File: src/rtl/rah_app_frame_echo_pkg.sv
// Shared definitions for the RAH frame echo endpoint: FSM encodings, header fields, trailer format.
package rah_app_frame_echo_pkg;

  localparam int          RAH_DW      = 48;
  localparam int          HDR_N_W     = 16;
  localparam int          HDR_N_LSB   = 0;
  localparam logic [15:0] TRAILER_TAG = 16'hC5C5;

  localparam logic [2:0] ST_IDLE    = 3'd0;
  localparam logic [2:0] ST_HDR     = 3'd1;
  localparam logic [2:0] ST_PAYLOAD = 3'd2;
  localparam logic [2:0] ST_TRAILER = 3'd3;
  localparam logic [2:0] ST_DROP    = 3'd4;

  function automatic logic [RAH_DW-1:0] make_trailer(input logic [31:0] sum);
    return {TRAILER_TAG, sum};
  endfunction

endpackage

File: src/rtl/rah_app_frame_echo_if.sv
// Decoder read port plus encoder write port of the echo endpoint.
// master = echo endpoint side, slave = decoder/encoder side.
interface rah_app_frame_echo_if #(
  parameter int DATA_WIDTH = 48
);
  logic                  empty;
  logic                  rden;
  logic [DATA_WIDTH-1:0] datain;
  logic                  wr_full;
  logic                  wren;
  logic [DATA_WIDTH-1:0] dataout;

  modport master (input empty, output rden, input datain,
                  input wr_full, output wren, output dataout);
  modport slave  (output empty, input rden, output datain,
                  output wr_full, input wren, input dataout);
endinterface

File: src/rtl/rah_echo_fifo.sv
// Purpose: synchronous DEPTH x DW FIFO with occupancy count; head word visible combinationally.
// Latency: push visible at dout one cycle later when previously empty.
// Backpressure: push while full is ignored; pop while empty is ignored.
module rah_echo_fifo #(
  parameter  int DW    = 48,
  parameter  int DEPTH = 16,
  localparam int AW    = $clog2(DEPTH)
) (
  input  logic          clk,
  input  logic          rstn,
  input  logic          push,
  input  logic [DW-1:0] din,
  input  logic          pop,
  output logic [DW-1:0] dout,
  output logic [AW:0]   count,
  output logic          full,
  output logic          empty
);
  localparam logic [AW:0] DEPTH_C = DEPTH[AW:0];

  logic [DW-1:0] mem [DEPTH];
  logic [AW-1:0] wr_ptr, rd_ptr;
  logic          do_push, do_pop;

  assign do_push = push & ~full;
  assign do_pop  = pop & ~empty;
  assign full    = (count == DEPTH_C);
  assign empty   = (count == '0);
  assign dout    = mem[rd_ptr];

  always_ff @(posedge clk or negedge rstn) begin
    if (!rstn) begin
      wr_ptr <= '0;
      rd_ptr <= '0;
      count  <= '0;
    end else begin
      if (do_push) wr_ptr <= wr_ptr + AW'(1);
      if (do_pop)  rd_ptr <= rd_ptr + AW'(1);
      case ({do_push, do_pop})
        2'b10:   count <= count + (AW+1)'(1);
        2'b01:   count <= count - (AW+1)'(1);
        default: count <= count;
      endcase
    end
  end

  always_ff @(posedge clk) begin
    if (do_push) mem[wr_ptr] <= din;
  end

endmodule

File: src/rtl/rah_app_frame_echo.sv
// Purpose: echo RAH {header, N payload} frames with a {C5C5, sum32} trailer; oversize frames dropped (RAH_ECHO_STATS_EN adds counters).
// Latency: header capture to first wren is 2 cycles with an empty FIFO and wr_full low.
// Backpressure: wr_full stalls output pops; reads stall while FIFO count plus the in-flight read reaches FIFO_DEPTH-1.
module rah_app_frame_echo
  import rah_app_frame_echo_pkg::*;
#(
  parameter int DATA_WIDTH = 48,
  parameter int MAX_WORDS  = 256,
  parameter int FIFO_DEPTH = 16
) (
  input  logic                 clk,
  input  logic                 rstn,
  rah_app_frame_echo_if.master app,
  output logic                 busy,
  output logic                 err_ovf
`ifdef RAH_ECHO_STATS_EN
  ,
  output logic [15:0]          pkt_cnt,
  output logic [15:0]          drop_cnt
`endif
);
  localparam int                 CW       = $clog2(FIFO_DEPTH) + 1;
  localparam logic [CW-1:0]      RD_LIMIT = CW'(FIFO_DEPTH - 1);
  localparam logic [HDR_N_W-1:0] MAX_N    = HDR_N_W'(MAX_WORDS);
  localparam logic [HDR_N_W-1:0] ONE_N    = HDR_N_W'(1);

  logic [2:0]            state, state_nxt;
  logic                  rden_q, cap_q, rden_nxt;
  logic [HDR_N_W-1:0]    cnt, hdr_n;
  logic [31:0]           sum;
  logic                  fifo_push, fifo_pop, fifo_full, fifo_empty;
  logic [DATA_WIDTH-1:0] fifo_din, fifo_dout;
  logic [CW-1:0]         fifo_count, inflight;
  logic                  room;
  logic                  wren_q;
  logic [DATA_WIDTH-1:0] dout_q;

  assign hdr_n    = app.datain[HDR_N_LSB +: HDR_N_W];
  assign inflight = {{(CW-1){1'b0}}, rden_q | cap_q};
  assign room     = (fifo_count + inflight) < RD_LIMIT;

  // Only one read outstanding; at a capture, the word being captured still counts against cnt.
  always_comb begin
    rden_nxt = 1'b0;
    if (!app.empty && !rden_q && room) begin
      case (state)
        ST_IDLE:             rden_nxt = 1'b1;
        ST_HDR:              rden_nxt = cap_q && (hdr_n != '0);
        ST_PAYLOAD, ST_DROP: rden_nxt = cnt > {{(HDR_N_W-1){1'b0}}, cap_q};
        default:             rden_nxt = 1'b0;
      endcase
    end
  end

  always_comb begin
    state_nxt = state;
    fifo_push = 1'b0;
    fifo_din  = app.datain;
    case (state)
      ST_IDLE: if (rden_nxt) state_nxt = ST_HDR;
      ST_HDR: begin
        if (cap_q) begin
          if (hdr_n > MAX_N) begin
            state_nxt = ST_DROP;
          end else begin
            fifo_push = 1'b1;
            state_nxt = (hdr_n == '0) ? ST_TRAILER : ST_PAYLOAD;
          end
        end
      end
      ST_PAYLOAD: begin
        if (cap_q) begin
          fifo_push = 1'b1;
          if (cnt == ONE_N) state_nxt = ST_TRAILER;
        end
      end
      ST_TRAILER: begin
        if (!fifo_full) begin
          fifo_push = 1'b1;
          fifo_din  = make_trailer(sum);
          state_nxt = ST_IDLE;
        end
      end
      ST_DROP: if (cap_q && cnt == ONE_N) state_nxt = ST_IDLE;
      default: state_nxt = ST_IDLE;
    endcase
  end

  always_ff @(posedge clk or negedge rstn) begin
    if (!rstn) begin
      state   <= ST_IDLE;
      rden_q  <= 1'b0;
      cap_q   <= 1'b0;
      cnt     <= '0;
      sum     <= '0;
      err_ovf <= 1'b0;
    end else begin
      state   <= state_nxt;
      rden_q  <= rden_nxt;
      cap_q   <= rden_q;
      err_ovf <= 1'b0;
      if (cap_q) begin
        case (state)
          ST_HDR: begin
            cnt     <= hdr_n;
            sum     <= '0;
            err_ovf <= (hdr_n > MAX_N);
          end
          ST_PAYLOAD: begin
            cnt <= cnt - ONE_N;
            sum <= sum + app.datain[31:0];
          end
          ST_DROP: cnt <= cnt - ONE_N;
          default: cnt <= cnt;
        endcase
      end
    end
  end

  rah_echo_fifo #(
    .DW    (DATA_WIDTH),
    .DEPTH (FIFO_DEPTH)
  ) u_fifo (
    .clk   (clk),
    .rstn  (rstn),
    .push  (fifo_push),
    .din   (fifo_din),
    .pop   (fifo_pop),
    .dout  (fifo_dout),
    .count (fifo_count),
    .full  (fifo_full),
    .empty (fifo_empty)
  );

  // dataout is registered alongside wren and held at zero between writes.
  assign fifo_pop = !fifo_empty && !app.wr_full;

  always_ff @(posedge clk or negedge rstn) begin
    if (!rstn) begin
      wren_q <= 1'b0;
      dout_q <= '0;
    end else begin
      wren_q <= fifo_pop;
      dout_q <= fifo_pop ? fifo_dout : '0;
    end
  end

  assign app.rden    = rden_q;
  assign app.wren    = wren_q;
  assign app.dataout = dout_q;
  assign busy        = (state != ST_IDLE) || !fifo_empty;

`ifdef RAH_ECHO_STATS_EN
  always_ff @(posedge clk or negedge rstn) begin
    if (!rstn) begin
      pkt_cnt  <= '0;
      drop_cnt <= '0;
    end else begin
      if (state == ST_TRAILER && !fifo_full) pkt_cnt <= pkt_cnt + 16'd1;
      if (err_ovf) drop_cnt <= drop_cnt + 16'd1;
    end
  end
`endif

endmodule
File: src/flat_wrapper.sv
// flat-port wrapper written by rule: the top's interface ports become plain ports
module rah_app_frame_echo_flat import rah_app_frame_echo_pkg::*;
#(
  parameter int DATA_WIDTH = 48,
  parameter int MAX_WORDS  = 256,
  parameter int FIFO_DEPTH = 16
)
  (clk, rstn, busy, err_ovf, app_empty, app_rden, app_datain, app_wr_full, app_wren, app_dataout);
  rah_app_frame_echo_if #(.DATA_WIDTH(DATA_WIDTH)) app_i ();
  input  logic clk;
  input  logic rstn;
  output logic busy;
  output logic err_ovf;
  input wire logic [$bits(app_i.empty)-1:0] app_empty;
  output wire logic [$bits(app_i.rden)-1:0] app_rden;
  input wire logic [$bits(app_i.datain)-1:0] app_datain;
  input wire logic [$bits(app_i.wr_full)-1:0] app_wr_full;
  output wire logic [$bits(app_i.wren)-1:0] app_wren;
  output wire logic [$bits(app_i.dataout)-1:0] app_dataout;
  assign app_i.empty = app_empty;
  assign app_rden = app_i.rden;
  assign app_i.datain = app_datain;
  assign app_i.wr_full = app_wr_full;
  assign app_wren = app_i.wren;
  assign app_dataout = app_i.dataout;
  rah_app_frame_echo #(.DATA_WIDTH(DATA_WIDTH), .MAX_WORDS(MAX_WORDS), .FIFO_DEPTH(FIFO_DEPTH)) u_core (.clk(clk), .rstn(rstn), .app(app_i), .busy(busy), .err_ovf(err_ovf));
endmodule
File: config.mk
export PLATFORM = sky130hd
export DESIGN_NAME = rah_app_frame_echo_flat
export DESIGN_NICKNAME = d
export VERILOG_FILES = /design/src/rtl/rah_app_frame_echo_pkg.sv /design/src/rtl/rah_app_frame_echo_if.sv /design/src/rtl/rah_echo_fifo.sv /design/src/rtl/rah_app_frame_echo.sv /design/src/flat_wrapper.sv
export SDC_FILE = /design/constraint.sdc
export NUM_CORES = 1
export LEC_CHECK = 0
export ABC_AREA = 1
export ABC_CLOCK_PERIOD_IN_PS = 6680
export CAP_MARGIN = 30
export CORE_MARGIN = 4
export CORE_UTILIZATION = 43
export DETAILED_ROUTE_END_ITERATION = 10
export SLEW_MARGIN = 10
export SYNTH_ARGS = -nofsm -noshare
export SYNTH_HDL_FRONTEND = slang
export SYNTH_SLANG_ARGS = --single-unit
File: constraint.sdc
create_clock -name clk -period 6.68 [get_ports clk]
set_input_delay 0.668 -clock clk [delete_from_list [all_inputs] [get_ports clk]]
set_output_delay 0.668 -clock clk [all_outputs]
set_load 0.02 [all_outputs]
# After elaboration in Yosys (flattened, before gate mapping)

Memory sizes are Yosys's and may differ from the RTL's.
Index checks and enable logic that the tools add are counted.

Register bits after elaboration: 116
Bits in writable memories: 768
Bits of input ports: 52
Output and inout port bits: 52
Word-level logic and storage cells: 89
Memories kept: 1

Memory list:

| memory            | words | width | read ports | clocked after Yosys merged registers in | write ports | line                | text |
|---|---|---|---|---|---|---|---|
| u_core.u_fifo.mem | 16    | 48    | 1          | 0                                       | 1           | rah_echo_fifo.sv:21 | `logic [DW-1:0] mem [DEPTH];` |

$add $sub $neg: 7
Order comparisons: 3
Equality and inequality tests: 14
Muxes and demuxes: 26
Bitwise logic cells: 5
Reduce and logical (&&, ||, !) cells: 22

Operators by type and width:

| cell                    | count |
|---|---|
| $mux W48                | 3 |
| $pmux W32 S2            | 1 |
| $add A32 B32 Y32        | 1 |
| $pmux W16 S2            | 1 |
| $mux W3                 | 7 |
| $eq A16 B1 Y1 const B   | 1 |
| $gt A16 B1 Y1           | 1 |
| $gt A16 B9 Y1 const B   | 1 |
| $logic_not A16 Y1       | 1 |
| $reduce_bool A16 Y1     | 1 |
| $sub A16 B1 Y16 const B | 1 |
| $pmux W3 S5             | 1 |
| $mux W1                 | 10 |
| $ne A2 B1 Y1 const B    | 5 |
| $pmux W5 S2             | 1 |
| $add A4 B1 Y4 const B   | 2 |
| $eq A3 B2 Y1 const B    | 2 |
| $pmux W1 S3             | 2 |
| $reduce_and A6 Y1       | 1 |
| $reduce_bool A2 Y1      | 3 |
| $add A5 B1 Y5           | 1 |
| $add A5 B1 Y5 const B   | 1 |
| $eq A5 B5 Y1 const B    | 1 |
| $logic_and A1 B1 Y1     | 5 |
| other kinds (17)        | 23 |

# Logic depth before layout (Yosys ltp)

Word-level depth: 7
Depth in mapped cells: 20
Depth with buffers taken out: 19

# By module

Synthesis repeated with hierarchy kept, for this count alone.

Cells, all modules: 4231
Area total of the unflattened synthesis: 40023.4 um^2

By module, submodules not included:

| module             | instances | cells each | area an instance (um^2) |
|---|---|---|---|
| rah_echo_fifo      | 1         | 3108       | 32810.2 |
| rah_app_frame_echo | 1         | 1123       | 7213.2 |

# Worst setup path before layout

OpenSTA, ideal clock, no wires.

Path type: input-to-reg
Start point: in app_datain[1]
End point: mem u_core.u_fifo.mem[10][0] (enable)
Setup time: 454 ps
Arrival time: 3473 ps
Data required time: 6226 ps
Setup slack: 2752 ps
Stages: 10
Buffers on the path: 1
Cell sequence: nor2_1 nand2_1 o21ai_0 nand2_1 nand2_1 nand2_2 nand2_4 nand2_4 buf_6 nor2_1

Word-level cells in the longest chain between the ends: 7

Ends and longest elaborated chain:

| item                          | line                     | text |
|---|---|---|
| from (decl)                   | flat_wrapper.sv:16       | `input wire logic [$bits(app_i.datain)-1:0] app_datain;` |
| $gt A16 B9 Y1                 | rah_app_frame_echo.sv:63 | `if (hdr_n > MAX_N) begin` |
| $mux W1                       | rah_app_frame_echo.sv:63 |  |
| $mux W1                       | rah_app_frame_echo.sv:62 | `if (cap_q) begin` |
| $pmux W1 S3                   | rah_app_frame_echo.sv:59 | `case (state)` |
| $and A1 B1 Y1                 | rah_echo_fifo.sv:25      | `assign do_push = push & ~full;` |
| $mux W1                       | rah_echo_fifo.sv:48      | `if (do_push) mem[wr_ptr] <= din;` |
| $mux W1 (not written as such) | rah_echo_fifo.sv:48      |  |
| to (decl)                     | rah_echo_fifo.sv:21      |  |

Every way passes these cells.

# Worst setup path after layout

Start point: reg u_core.state[2]
End point: mem u_core.u_fifo.mem[14][39] (enable)

Word-level cells in the longest chain between the ends: 5

Ends and longest elaborated chain:

| item                                         | line                     | text |
|---|---|---|
| from (decl)                                  | rah_app_frame_echo.sv:27 | `logic [2:0] state, state_nxt;` |
| from (signal assigned)                       | rah_app_frame_echo.sv:98 | `state <= state_nxt;` |
| $eq A3 B2 Y1 or $eq A3 B1 Y1 (tied branches) | rah_app_frame_echo.sv:59 |  |
| $pmux W1 S3 (*)                              | rah_app_frame_echo.sv:59 |  |
| $and A1 B1 Y1 (*)                            | rah_echo_fifo.sv:25      |  |
| $mux W1 (*)                                  | rah_echo_fifo.sv:48      |  |
| $mux W1 (not written as such) (*)            | rah_echo_fifo.sv:48      |  |

Mark *: on every way between the ends. The rest lies on a longest branch, timed or not.

==> impl_metrics.yaml <==
status:
  status: "finished, final reports clean"
power:
  p_per_area_mw_per_mm2: 407
  seq_power_share_pct: 38.2
  p_int_mw: 11.1
  switching_power_mw: 6.33
  p_total_mw: 17.5
  ir_worst_vdd_v: 0.000284
  power_frac_clock_pct: 30.1
  swShare_pct: 36.2
  p_leak_nw: 15.2
  power_frac_comb_pct: 31.6
synthesis:
  synthCells: 3198
  ys_seq_area_share_pct: 69.5
  ys_types: 45
  synth_ff_type: "edfxtp_1"
  syn_avg_cell_area_um2: 11.7
  synth-async-reset-ratio_pct: 13.1
  synth_top_cell_by_area: "edfxtp_1"
  netlist.area_leader.share_pct: 61.7
  synth_area_mm2: 0.0374
  synth-edff-count: 768
  yosys_warnings: 0
  syn_nets: 3295
  synth.area.top_cells: "edfxtp_1 62%, dfrtp_1 7.8%, o21ai_0 6.2%, nor2_1 5.0%, nand2_1 4.1%"
  synth_seq_cells: 884
route:
  wl_met3_um: 6130
  dr.first_iter.drc_count: 2165
  vias_per_cell: 5.59
  wl_met1_um: 43100
  vias: 25100
  routed_wl_um: 99400
  antenna_left: 0
  wl_met2_um: 47200
  maxUsedRoutingLayer: "met4"
  wire_per_inst_um: 22.1
  drt-pass1-iter-count: 6
  route.detailed.drc: 0
timing:
  tightest_slew_ps: 956
  rsz0062_at_grt: "no"
  period_share_pct: 61.2
  finalClockSkew_ps: 27.4
  max_slew_margin_pct: 36.1
  tns_ps: 0
  fmax_mhz: 245
  setup_viol: 0
  finalMaxSlewViolations: 0
  hold_viol: 0
  min_period_ps: 4090
clocking:
  cts_tree: "built"
  clockBufferDepth: 3
  cts_setup_buffers: 0
  ctsResizeCount: 0
  clk_pin_slew_ps: 60
  htreeDepth: 3
  numClockSinks: 884
  cts_buffers: 92
  root_buffer: "clkbuf_16"
  clk_latency_ps: 650
  hold_buffers: 0
global_route:
  grt-ovfl-total: 0
  grt_max_degree: 173
  grt_pass1_wl_um: 150000
  grt_pass1_vias: 24400
  antenna_found_initial: 1
  grt_use_total_pct: 21.4
place:
  port_buffers: 103
  place.gp.congestion: 0.895
  dp_hpwl_um: 58000
  dpl_cell_area_mm2: 0.0398
floorplan:
  die_area_mm2: 0.0916
  die_h_um: 303
  dieWidth_um: 303
  io_pins: 104
  initial_utilization_pct: 43.6
  placementRows: 107
  core_area_mm2: 0.0857
worst_setup_path:
  critPathLaunchType: "flip-flop"
  crit_family: "simple AND/OR/NAND/NOR gates"
  cp-end-kind: "flip-flop"
  path_class: "reg2reg"
  crit_slowest_cell: "nor2_4"
  rr_startpoint: "u_core.state[2]"
  rr_worst_depth: 12
  worstPathCellList: "inv_2 > nand3_2 > inv_2 > nand2_4 > inv_2 > nor2_8 > inv_4 > nand2_2 > nand2_4 > nand2_4 > nor2_4 > buf_4"
  arrival_ps: 4370
  cp.buffers_inverters: 5
  r2r-end: "u_core.u_fifo.mem[14][39]"
  crit_path_max_fanout: 25
  cpPeakStageDelay_ps: 840
  required_ps: 6960
  reg2reg_slack_ps: 2590
final_layout:
  nNetsFinal: 3374
  area_growth_pct: 14.8
  final_common_cell: "edfxtp_1"
  layout_common_cells: "768 x edfxtp_1, 476 x nor2_1, 464 x o21ai_0, 410 x nand2_1, 180 x inv_1"
  stdcell_area_mm2: 0.0429
  drive_gt1_share_pct: 7.75
min_path:
  min_path_type: "in2async"
job:
  maxCapViolCount: 0
==> stage by stage <==
| step | worst slack (ps) | cells | util, % | hold WS (ps) |
|---|---|---|---|---|
| detailed placement | 2510 | 4324 | 46.4 | 488 |
| finish | 2590 | 4499 | 50.1 | 45.7 |
| CTS | 2550 | 4495 | 50.0 | 62.5 |
| global route | 2370 | 4498 | 50.1 | 93.3 |
| floorplan | 2750 | 3198 | - | 372 |
| global placement | 2380 | 4312 | 46.2 | 494 |
==> registers in the layout (all words and copies together) (netlist names) <==
name / count
u_core.cap_q: 1
u_core.u_fifo.mem: 768
u_core.cnt: 16
u_core.u_fifo.wr_ptr: 4
u_core.u_fifo.count: 5
u_core.u_fifo.rd_ptr: 4
u_core.state: 3
u_core.err_ovf: 1
u_core.app.rden: 1
u_core.sum: 32
u_core.app.wren: 1
u_core.app.dataout: 48
==> worst register-to-register path: cells and delay by family (launching register included) <==
kind	cells	cell delay, ps
DFF	1	420
and+or+nand+nor	7	1790
buffers and inverters	5	1500
==> power by group through the flow <==
stage	clock network (mW)	registers, mW	logic (mW)
detailed placement	0	6.78	5.53
CTS	5.34	6.67	5.55
global placement	0	6.79	5.47
finish	5.26	6.67	5.52
floorplan	0	6.71	3.76
global route	5.58	6.72	6.13
==> Yosys cell counts (4+ instances only) <==
master / count
a21oi_1: 93
and2_1: 6
buf_2: 63
buf_4: 6
buf_6: 4
clkbuf_1: 111
dfrtp_1: 116
edfxtp_1: 768
ha_1: 44
inv_1: 182
inv_2: 5
nand2_1: 411
nand3_1: 100
nand4_1: 7
nor2_1: 493
nor3_1: 7
o211ai_1: 57
o21ai_0: 465
o221ai_1: 136
o22ai_1: 62
or2_2: 10
xor2_1: 14
==> logic make-up (layout without fill, tap and decap cells) <==
group	Yosys count	after routing	synth area share, %
xor gates and xnor gates	17	17	0.399
and+or+nand+nor	1051	1051	11.3
other	0	1	0
DFF	884	884	69.5
buffers and inverters	376	532	4.14
AOI/OAI and AO/OA	825	825	13.1
adders and majority gates	45	45	1.53
==> per-layer routing <==
metal,track usage (%),up-vias
met5,0,-
met4,6.56,0
met3,3.63,183
met2,34.9,848
met1,29.6,12400
li1,-,11700
==> worst max-delay path by stage <==
stage                     from                         to  slack [ps]  cells after the start
4_1_cts        u_core.state[2]  u_core.u_fifo.mem[14][39]        2550                     12
3_3_place_gp     app_datain[1]  u_core.u_fifo.mem[12][33]        2380                     11
2_1_floorplan    app_datain[1]   u_core.u_fifo.mem[10][0]        2750                     10
5_1_grt        u_core.state[2]  u_core.u_fifo.mem[14][31]        2370                     12
6_report       u_core.state[2]  u_core.u_fifo.mem[14][39]        2590                     12
3_5_place_dp    app_datain[15]  u_core.u_fifo.mem[14][38]        2510                     11
==> final cells by class <==
type / instances / area (um^2)
fillers: 7521 / 42800
inverters: 189 / 732
clock buffers: 127 / 2520
diodes: 1 / 2.50
clock inverters: 44 / 579
well taps: 1144 / 1430
flip-flops and latches: 884 / 26000
multi-input cells: 1938 / 9970
repair buffers: 172 / 1670
Note: power is estimated with default switching activity, not from simulation.
